**src/rtl/div_pkg.sv**
```systemverilog
// Shared types and constants for the HI/LO divide front-end: FSM encoding,
// capture-path selector, default sizing and the special result constants.
package div_pkg;

   localparam int DIV_WIDTH_DEF   = 32;
   localparam int DIV_LATENCY_DEF = 34;
   localparam int CNT_W           = 8;

   localparam logic [DIV_WIDTH_DEF-1:0] DBZ_QUOTIENT = '1;
   localparam logic [DIV_WIDTH_DEF-1:0] INT_MIN      = {1'b1, {(DIV_WIDTH_DEF-1){1'b0}}};

   typedef enum logic [1:0] {
      ST_IDLE    = 2'd0,
      ST_RUN     = 2'd1,
      ST_CAPTURE = 2'd2
   } div_state_t;

   typedef enum logic [1:0] {
      CAP_DIV = 2'd0,
      CAP_DBZ = 2'd1,
      CAP_OVF = 2'd2
   } cap_kind_t;

endpackage

```
**src/rtl/div_sign_fix.sv**
```systemverilog
// Combinational sign handling around the unsigned divider: operand magnitudes
// on the request side, quotient/remainder re-signing on the result side.
module div_sign_fix
   import div_pkg::*;
#(
   parameter int WIDTH = DIV_WIDTH_DEF
) (
   input  logic [WIDTH-1:0] req_a,
   input  logic [WIDTH-1:0] req_b,
   input  logic             req_signed,
   output logic [WIDTH-1:0] mag_a,
   output logic [WIDTH-1:0] mag_b,
   output logic             req_neg_q,
   output logic             req_neg_r,
   output logic             req_ovf,
   input  logic [WIDTH-1:0] div_q,
   input  logic [WIDTH-1:0] div_r,
   input  logic             neg_q,
   input  logic             neg_r,
   output logic [WIDTH-1:0] res_q,
   output logic [WIDTH-1:0] res_r
);

   localparam logic [WIDTH-1:0] INT_MIN_W = {INT_MIN[DIV_WIDTH_DEF-1], {(WIDTH-1){1'b0}}};

   function automatic logic [WIDTH-1:0] neg_if(input logic neg, input logic [WIDTH-1:0] v);
      logic signed [WIDTH-1:0] sv;
      sv = v;
      return neg ? -sv : sv;
   endfunction

   logic signed [WIDTH-1:0] sa;
   logic signed [WIDTH-1:0] sb;
   logic                    a_neg;
   logic                    b_neg;

   assign sa    = req_a;
   assign sb    = req_b;
   assign a_neg = req_signed && (sa < 0);
   assign b_neg = req_signed && (sb < 0);

   // INT_MIN maps onto itself, which is its correct unsigned magnitude.
   assign mag_a     = neg_if(a_neg, req_a);
   assign mag_b     = neg_if(b_neg, req_b);
   assign req_neg_q = a_neg ^ b_neg;
   assign req_neg_r = a_neg;
   assign req_ovf   = req_signed && (req_a == INT_MIN_W) && (req_b == '1);

   assign res_q = neg_if(neg_q, div_q);
   assign res_r = neg_if(neg_r, div_r);

endmodule

```
**src/rtl/div_hilo_unit.sv**
```systemverilog
// Request/writeback front-end for the fixed-latency sequential divider with
// architectural HI/LO registers. Define SIGNED_DIV_EN to honour req_signed.
module div_hilo_unit
   import div_pkg::*;
#(
   parameter int WIDTH       = DIV_WIDTH_DEF,
   parameter int DIV_LATENCY = DIV_LATENCY_DEF
) (
   input  logic             clock,
   input  logic             reset_n,
   input  logic             req_valid,
   output logic             req_ready,
   input  logic [WIDTH-1:0] req_a,
   input  logic [WIDTH-1:0] req_b,
   input  logic             req_signed,
   output logic             div_start,
   output logic [WIDTH-1:0] div_a,
   output logic [WIDTH-1:0] div_b,
   input  logic [WIDTH-1:0] div_q,
   input  logic [WIDTH-1:0] div_r,
   input  logic             hi_we,
   input  logic             lo_we,
   input  logic [WIDTH-1:0] wdata,
   output logic [WIDTH-1:0] hi,
   output logic [WIDTH-1:0] lo,
   output logic             busy,
   output logic             dbz
);

   localparam logic [CNT_W-1:0] CNT_LOAD  = CNT_W'(DIV_LATENCY - 1);
   localparam logic [WIDTH-1:0] DBZ_Q     = {WIDTH{DBZ_QUOTIENT[0]}};
   localparam logic [WIDTH-1:0] INT_MIN_W = {INT_MIN[DIV_WIDTH_DEF-1], {(WIDTH-1){1'b0}}};

   div_state_t       state;
   cap_kind_t        cap_kind;
   logic [CNT_W-1:0] cnt;
   logic [WIDTH-1:0] op_a;
   logic             accept;
   logic             req_dbz;

   logic [WIDTH-1:0] mag_a;
   logic [WIDTH-1:0] mag_b;
   logic [WIDTH-1:0] res_q;
   logic [WIDTH-1:0] res_r;
   logic             req_ovf;

   assign accept  = (state == ST_IDLE) && req_valid;
   assign req_dbz = (req_b == '0);

`ifdef SIGNED_DIV_EN
   logic req_neg_q;
   logic req_neg_r;
   logic neg_q;
   logic neg_r;

   div_sign_fix #(
      .WIDTH (WIDTH)
   ) u_sign_fix (
      .req_a      (req_a),
      .req_b      (req_b),
      .req_signed (req_signed),
      .mag_a      (mag_a),
      .mag_b      (mag_b),
      .req_neg_q  (req_neg_q),
      .req_neg_r  (req_neg_r),
      .req_ovf    (req_ovf),
      .div_q      (div_q),
      .div_r      (div_r),
      .neg_q      (neg_q),
      .neg_r      (neg_r),
      .res_q      (res_q),
      .res_r      (res_r)
   );

   always_ff @(posedge clock) begin
      if (accept) begin
         neg_q <= req_neg_q;
         neg_r <= req_neg_r;
      end
   end
`else
   logic unused_signed;

   assign unused_signed = req_signed;
   assign mag_a         = req_a;
   assign mag_b         = req_b;
   assign req_ovf       = 1'b0;
   assign res_q         = div_q;
   assign res_r         = div_r;
`endif

   // Dividend kept for the divide-by-zero writeback into HI.
   always_ff @(posedge clock) begin
      if (accept) begin
         op_a <= req_a;
      end
   end

   always_ff @(posedge clock or negedge reset_n) begin
      if (!reset_n) begin
         state     <= ST_IDLE;
         cap_kind  <= CAP_DIV;
         cnt       <= '0;
         hi        <= '0;
         lo        <= '0;
         dbz       <= 1'b0;
         busy      <= 1'b0;
         req_ready <= 1'b1;
         div_start <= 1'b0;
         div_a     <= '0;
         div_b     <= '0;
      end else begin
         case (state)
            ST_IDLE: begin
               if (hi_we) hi <= wdata;
               if (lo_we) lo <= wdata;
               if (req_valid) begin
                  dbz       <= 1'b0;
                  div_a     <= mag_a;
                  div_b     <= mag_b;
                  busy      <= 1'b1;
                  req_ready <= 1'b0;
                  // Zero divisor and INT_MIN/-1 never reach the divider.
                  if (req_dbz) begin
                     cap_kind <= CAP_DBZ;
                     state    <= ST_CAPTURE;
                  end else if (req_ovf) begin
                     cap_kind <= CAP_OVF;
                     state    <= ST_CAPTURE;
                  end else begin
                     cap_kind  <= CAP_DIV;
                     state     <= ST_RUN;
                     div_start <= 1'b1;
                     cnt       <= CNT_LOAD;
                  end
               end
            end
            ST_RUN: begin
               if (cnt == '0) begin
                  state     <= ST_CAPTURE;
                  div_start <= 1'b0;
               end else begin
                  cnt <= cnt - 1'b1;
               end
            end
            ST_CAPTURE: begin
               case (cap_kind)
                  CAP_DBZ: begin
                     lo  <= DBZ_Q;
                     hi  <= op_a;
                     dbz <= 1'b1;
                  end
                  CAP_OVF: begin
                     lo <= INT_MIN_W;
                     hi <= '0;
                  end
                  default: begin
                     lo <= res_q;
                     hi <= res_r;
                  end
               endcase
               state     <= ST_IDLE;
               busy      <= 1'b0;
               req_ready <= 1'b1;
            end
            default: begin
               state     <= ST_IDLE;
               busy      <= 1'b0;
               req_ready <= 1'b1;
               div_start <= 1'b0;
            end
         endcase
      end
   end

endmodule

```
**config.mk**
```make
export PLATFORM = sky130hd
export DESIGN_NAME = div_hilo_unit
export DESIGN_NICKNAME = d
export VERILOG_FILES = /design/src/rtl/div_pkg.sv /design/src/rtl/div_sign_fix.sv /design/src/rtl/div_hilo_unit.sv
export SDC_FILE = /design/constraint.sdc
export NUM_CORES = 1
export LEC_CHECK = 0
export ABC_AREA = 1
export CAP_MARGIN = 30
export CORE_MARGIN = 1
export CORE_UTILIZATION = 45
export CTS_BUF_LIST = sky130_fd_sc_hd__clkbuf_8
export DETAILED_ROUTE_END_ITERATION = 10
export HOLD_SLACK_MARGIN = 0.05
export PLACE_DENSITY = 0.83
export SLEW_MARGIN = 10
export SYNTH_ARGS = -nofsm -noshare
export SYNTH_HDL_FRONTEND = slang
export SYNTH_SLANG_ARGS = --single-unit
```
**constraint.sdc**
```tcl
create_clock -name clock -period 2.6 [get_ports clock]
set_input_delay 0.26 -clock clock [delete_from_list [all_inputs] [get_ports clock]]
set_output_delay 0.26 -clock clock [all_outputs]
set_load 0.005 [all_outputs]
```
; Word-level counts from Yosys, hierarchy flattened
; Cells that the tools add are included.
[word_totals]
out_inout_bits = 132
word_cells = 65
inputBits = 166
regBits = 176
[op_classes]
n_mux = 25
n_addsub = 1
n_bitwise = 2
eq_ne = 11
reduce_logical = 14
[op_table]
columns = cell, n
row1 = 32-bit one-hot mux with 2 select lines, 4
row2 = 32-bit 2-to-1 mux, 2
row3 = 32-bit zero test, 1
row4 = 8-bit 2-to-1 mux, 3
row5 = 8-bit one-hot mux with 2 select lines, 1
row6 = 2-bit != test (second input constant), 7
row7 = 2-bit AND reduction, 5
row8 = 8-bit zero test, 1
row9 = 4-bit AND reduction, 2
row10 = 8-bit by 1-bit subtractor with 8-bit output (second input constant), 1
row11 = 1-bit 2-to-1 mux, 7
row12 = 2-bit 2-to-1 mux, 3
row13 = 1-bit one-hot mux with 2 select lines, 3
row14 = 2-bit by 1-bit == test with 1-bit output (second input constant), 2
row15 = 2-bit == test (second input constant), 2
row16 = 2-bit one-hot mux with 2 select lines, 1
row17 = 2-bit nonzero test, 2
row18 = 1-bit one-hot mux with 3 select lines, 1
row19 = 3-bit AND reduction, 1
row20 = 2-bit zero test, 1
row21 = 1-bit NOT, 2
row22 = 1-bit logical AND, 1

; Longest topological paths before layout
[logic_depth]
ltp_word = 4
mapped_depth = 9
ltp_nobuf = 9

; Worst setup path after synthesis
; Ideal clock, no wire load.
[synth_timing]
path_kind = register to register
from = register state[0]
to = register op_a[0] (enable)
arrival_time_ns = 1.316
stages_incl_launch_ff = 5
required_ns = 2.223
path_buffers = 1
path_slack_ns = 0.907
path_cell_list = dfrtp_1 > nor2_2 > inv_2 > nor2_4 > buf_2
[synth_between]
elab_chain_cells = 2
[synth_lines]
columns = element, line
row1 = start: declaration, div_hilo_unit.sv:34  ; div_state_t state;
row2 = start signal: assignment, div_hilo_unit.sv:101  ; state <= ST_IDLE;
row3 = start signal: assignment, div_hilo_unit.sv:126  ; state <= ST_CAPTURE;
row4 = start signal: assignment, div_hilo_unit.sv:129  ; state <= ST_CAPTURE;
row5 = 2-bit zero test, div_hilo_unit.sv:47  ; assign accept = (state == ST_IDLE) && req_valid;
row6 = 1-bit logical AND, div_hilo_unit.sv:47
row7 = named net accept, div_hilo_unit.sv:38  ; logic accept;
row8 = end signal: assignment, div_hilo_unit.sv:95  ; op_a <= req_a;
row9 = end: declaration, div_hilo_unit.sv:37  ; logic [WIDTH-1:0] op_a;
; The timed path passes the listed nets, and every way through them passes these cells.
; A chain may end at the register's enable or synchronous reset.

; Worst setup path after layout
[layout_timing]
from = register cnt[0]
to = register div_start
[layout_between]
elab_chain_cells = 3
[layout_lines]
columns = element, line
row1 = start: declaration, div_hilo_unit.sv:36  ; logic [CNT_W-1:0] cnt;
row2 = start signal: assignment, div_hilo_unit.sv:143  ; cnt <= cnt - 1'b1;
row3 = 8-bit zero test, div_hilo_unit.sv:139  ; if (cnt == '0) begin
row4 = 2-bit != test (no source line), -
row5 = 4-bit AND reduction (no source line), -
row6 = end signal: assignment, div_hilo_unit.sv:133  ; div_start <= 1'b1;
row7 = end signal: assignment, div_hilo_unit.sv:141  ; div_start <= 1'b0;
row8 = end signal: assignment, div_hilo_unit.sv:170  ; div_start <= 1'b0;
row9 = end: declaration, div_hilo_unit.sv:16  ; output logic div_start,
; No other way between the ends.

==> out/qor.txt <==
WL per Instance -> 16.5 um
CTS tree -> done
Peak VDD IR -> 0.000492 V
Total power -> 12100 uW
Num rows -> 46
Max cap viols -> 0
Pint -> 7760 uW
Die ar. -> 17000 um^2
TNS Setup -> 0 ns
Synthesized area -> 7430 um^2
Reg2reg end -> div_start$_DFFE_PN0P_
Clock sinks -> 175
FF+latch count, synth -> 175
FF-to-FF setup slack -> 0.78 ns
Crit path cell chain -> inv_1, ha_1, nand3_1, o21ai_2, nand2_1, nor2_1, nand2_1, nand2_1, nand2_1
Synthesized Nets -> 995
Register area share after synthesis -> 61.1%
Netlist cell types -> 26
Cts repair resizes -> 0
# IOs -> 298
Initial Utilization -> 46.5%
Most common cell on crit path -> nand2_1
Initial antenna violation count -> 0
GPL Wtd Cong -> 0.889
Post-CTS Setup Repair Bufs -> 0
Slew Limit Fails -> 0
Final net count -> 1277
Leading post-synthesis cells by cell area -> dfrtp_1 (48%), nand2_1 (13%), edfxtp_1 (13%)
Psw -> 4300 uW
CP max FO -> 13
Critical Path AT -> 2.15 ns
CTS H-tree depth -> 4
Crit path from -> cnt[0]$_DFFE_PN0P_
Most common cell after layout, fill and taps aside -> clkdlybuf4s50_1
DR iter-0 viols -> 525
Crit-path slowest cell -> o21ai_2
Vias in the first global route -> 6399
Routed Wire Length -> 22100 um
Clock-pin transition on the worst setup and hold timing paths -> 0.09 ns
DRT antenna net count -> 0
Comb pwr share -> 45.4%
Cell taking the most area after synthesis -> dfrtp_1
DR pass1 iterations -> 5
Detail Placement HPWL -> 15900 um
Leak pwr -> 0.00478 uW
Crit start category -> register
R2R depth -> 9
Fmax -> 550 MHz
Worst slew margin -> 52.7%
Synth Area per Inst -> 8.99 um^2
Area grow syn2layout -> 47.5%
Die height -> 131 um
YS warnings -> 0
Gr usage total -> 26.3%
Post-CTS Hold Buffers -> 1
Hold Fails Final Rpt -> 0
CTS max path bufs -> 2
Layout cells sized above 1 -> 5.17%
Clk_lat worst skew -> 0.47 ns
Final setup fails -> 0
Clock share of power -> 16.1%
IO Port Bufs -> 296
Drt drc -> 0
Reg-to-Reg Start -> cnt[0]$_DFFE_PN0P_
Die X -> 131 um
First-pass GRT wire length -> 33400 um
Status -> finished clean
RSZ-0062 raised after global routing -> no
Seq pwr share -> 38.5%
Required time of the critical path -> 2.94 ns
Top-area cell type share of the netlist area -> 47.8%
CP endpoint kind -> register
Grt ovf -> 0
Worst-Margin Slew -> 0.709 ns
Core box area -> 16000 um^2
Post-Synthesis Cells -> 827
Switch share -> 35.6%
CTS Buf Count -> 17
Hold Path Class -> input pin to async pin
Via count -> 6873
Clock root buffer -> clkbuf_8
Most frequent cells in the layout -> clkdlybuf4s50_1 (295), nand2_1 (261), nor2_1 (164), dfrtp_1 (141), o21ai_0 (67)
Via density -> 5.13
Largest net degree at the start of global routing -> 100
PwrDens -> 1100 nW/um^2
CP Class -> register to register
Final worst clock skew -> 0.00957 ns
Tcrit/Tclk final -> 69.9%
Min cycle time layout -> 1.82 ns
Critical Path Max Stage Delay -> 0.49 ns
[final cells by class]
type,instances,area (um^2)
sequential,175,4540
clock inverter,15,170
antenna,1,2.50
timing repair buffer,310,3130
tap,216,270
clock buffer,17,234
multi-input combinational,589,2550
fill,1292,5040
inverter,16,60.1
[Yosys cell counts (all sizes together)]
master / instances
xor2: 1
dfstp: 1
a31oi: 64
nand3: 13
nand2: 263
xnor2: 1
o21a: 1
nor2: 168
edfxtp: 32
clkbuf: 11
buf: 36
inv: 16
o21ai: 71
nand4: 2
dfrtp: 142
or2: 1
ha: 2
a21oi: 2
[stage by stage]
stage	std cells	worst slack [ns]	utilization [%]	hold slack (ns)	instance area [um^2]
finish	1339	0.783	68.5	0.347	11000
global route	1338	0.520	68.5	0.345	11000
CTS	1337	0.778	68.3	0.315	10900
detailed placement	1304	0.702	65.7	0.298	10500
global placement	1304	0.715	65.7	0.302	10500
floorplan	827	0.907	-	-0.0356	7430
[power groups by stage]
stage	clock network [uW]	logic, uW	registers (uW)
after global placement	0	5300	4630
after detailed placement	0	5440	4680
final	1950	5470	4650
after CTS	1990	5460	4640
after floorplan	0	2420	4710
after global routing	2090	6030	4780
[routing by layer]
layer	vias to the layer above	wire [um]	track usage (%)
met5	-	0	0
met4	0	862	14.8
met3	57	1620	6.27
met2	294	10800	43.0
met1	3236	8820	32.1
li1	3286	-	-
[critical path, delay by kind of cell, from the launching register on]
kind | cells | cell delay [ns]
simple gates | 6 | 0.52
compound gates | 1 | 0.49
fa+ha+maj | 1 | 0.17
buf+inv | 1 | 0.13
flops | 1 | 0.38
[flip-flops by register name (all words and copies together), names as in the netlist]
name	flops
cap_kind	1
cnt	8
op_a	32
div_b	32
div_a	32
div_start	1
req_ready	1
busy	1
lo	32
dbz	1
state	2
hi	32
[logic make-up after synthesis]
family	after synthesis	share of synthesized area (%)
flops	175	61.1
compound gates	138	10.5
simple gates	447	23.3
buf+inv	63	4.54
xor+xnor	2	0.236
fa+ha+maj	2	0.337
[worst max path at each step]
stage and to:
3_3_place_gp cnt[7]$_DFFE_PN0P_, 5_1_grt div_start$_DFFE_PN0P_, 4_1_cts req_ready, 6_report div_start$_DFFE_PN0P_, 3_5_place_dp cnt[4]$_DFFE_PN0P_, 2_1_floorplan op_a[0]$_DFFE_PP_
No activity file was read; power rests on OpenSTA's default activity.
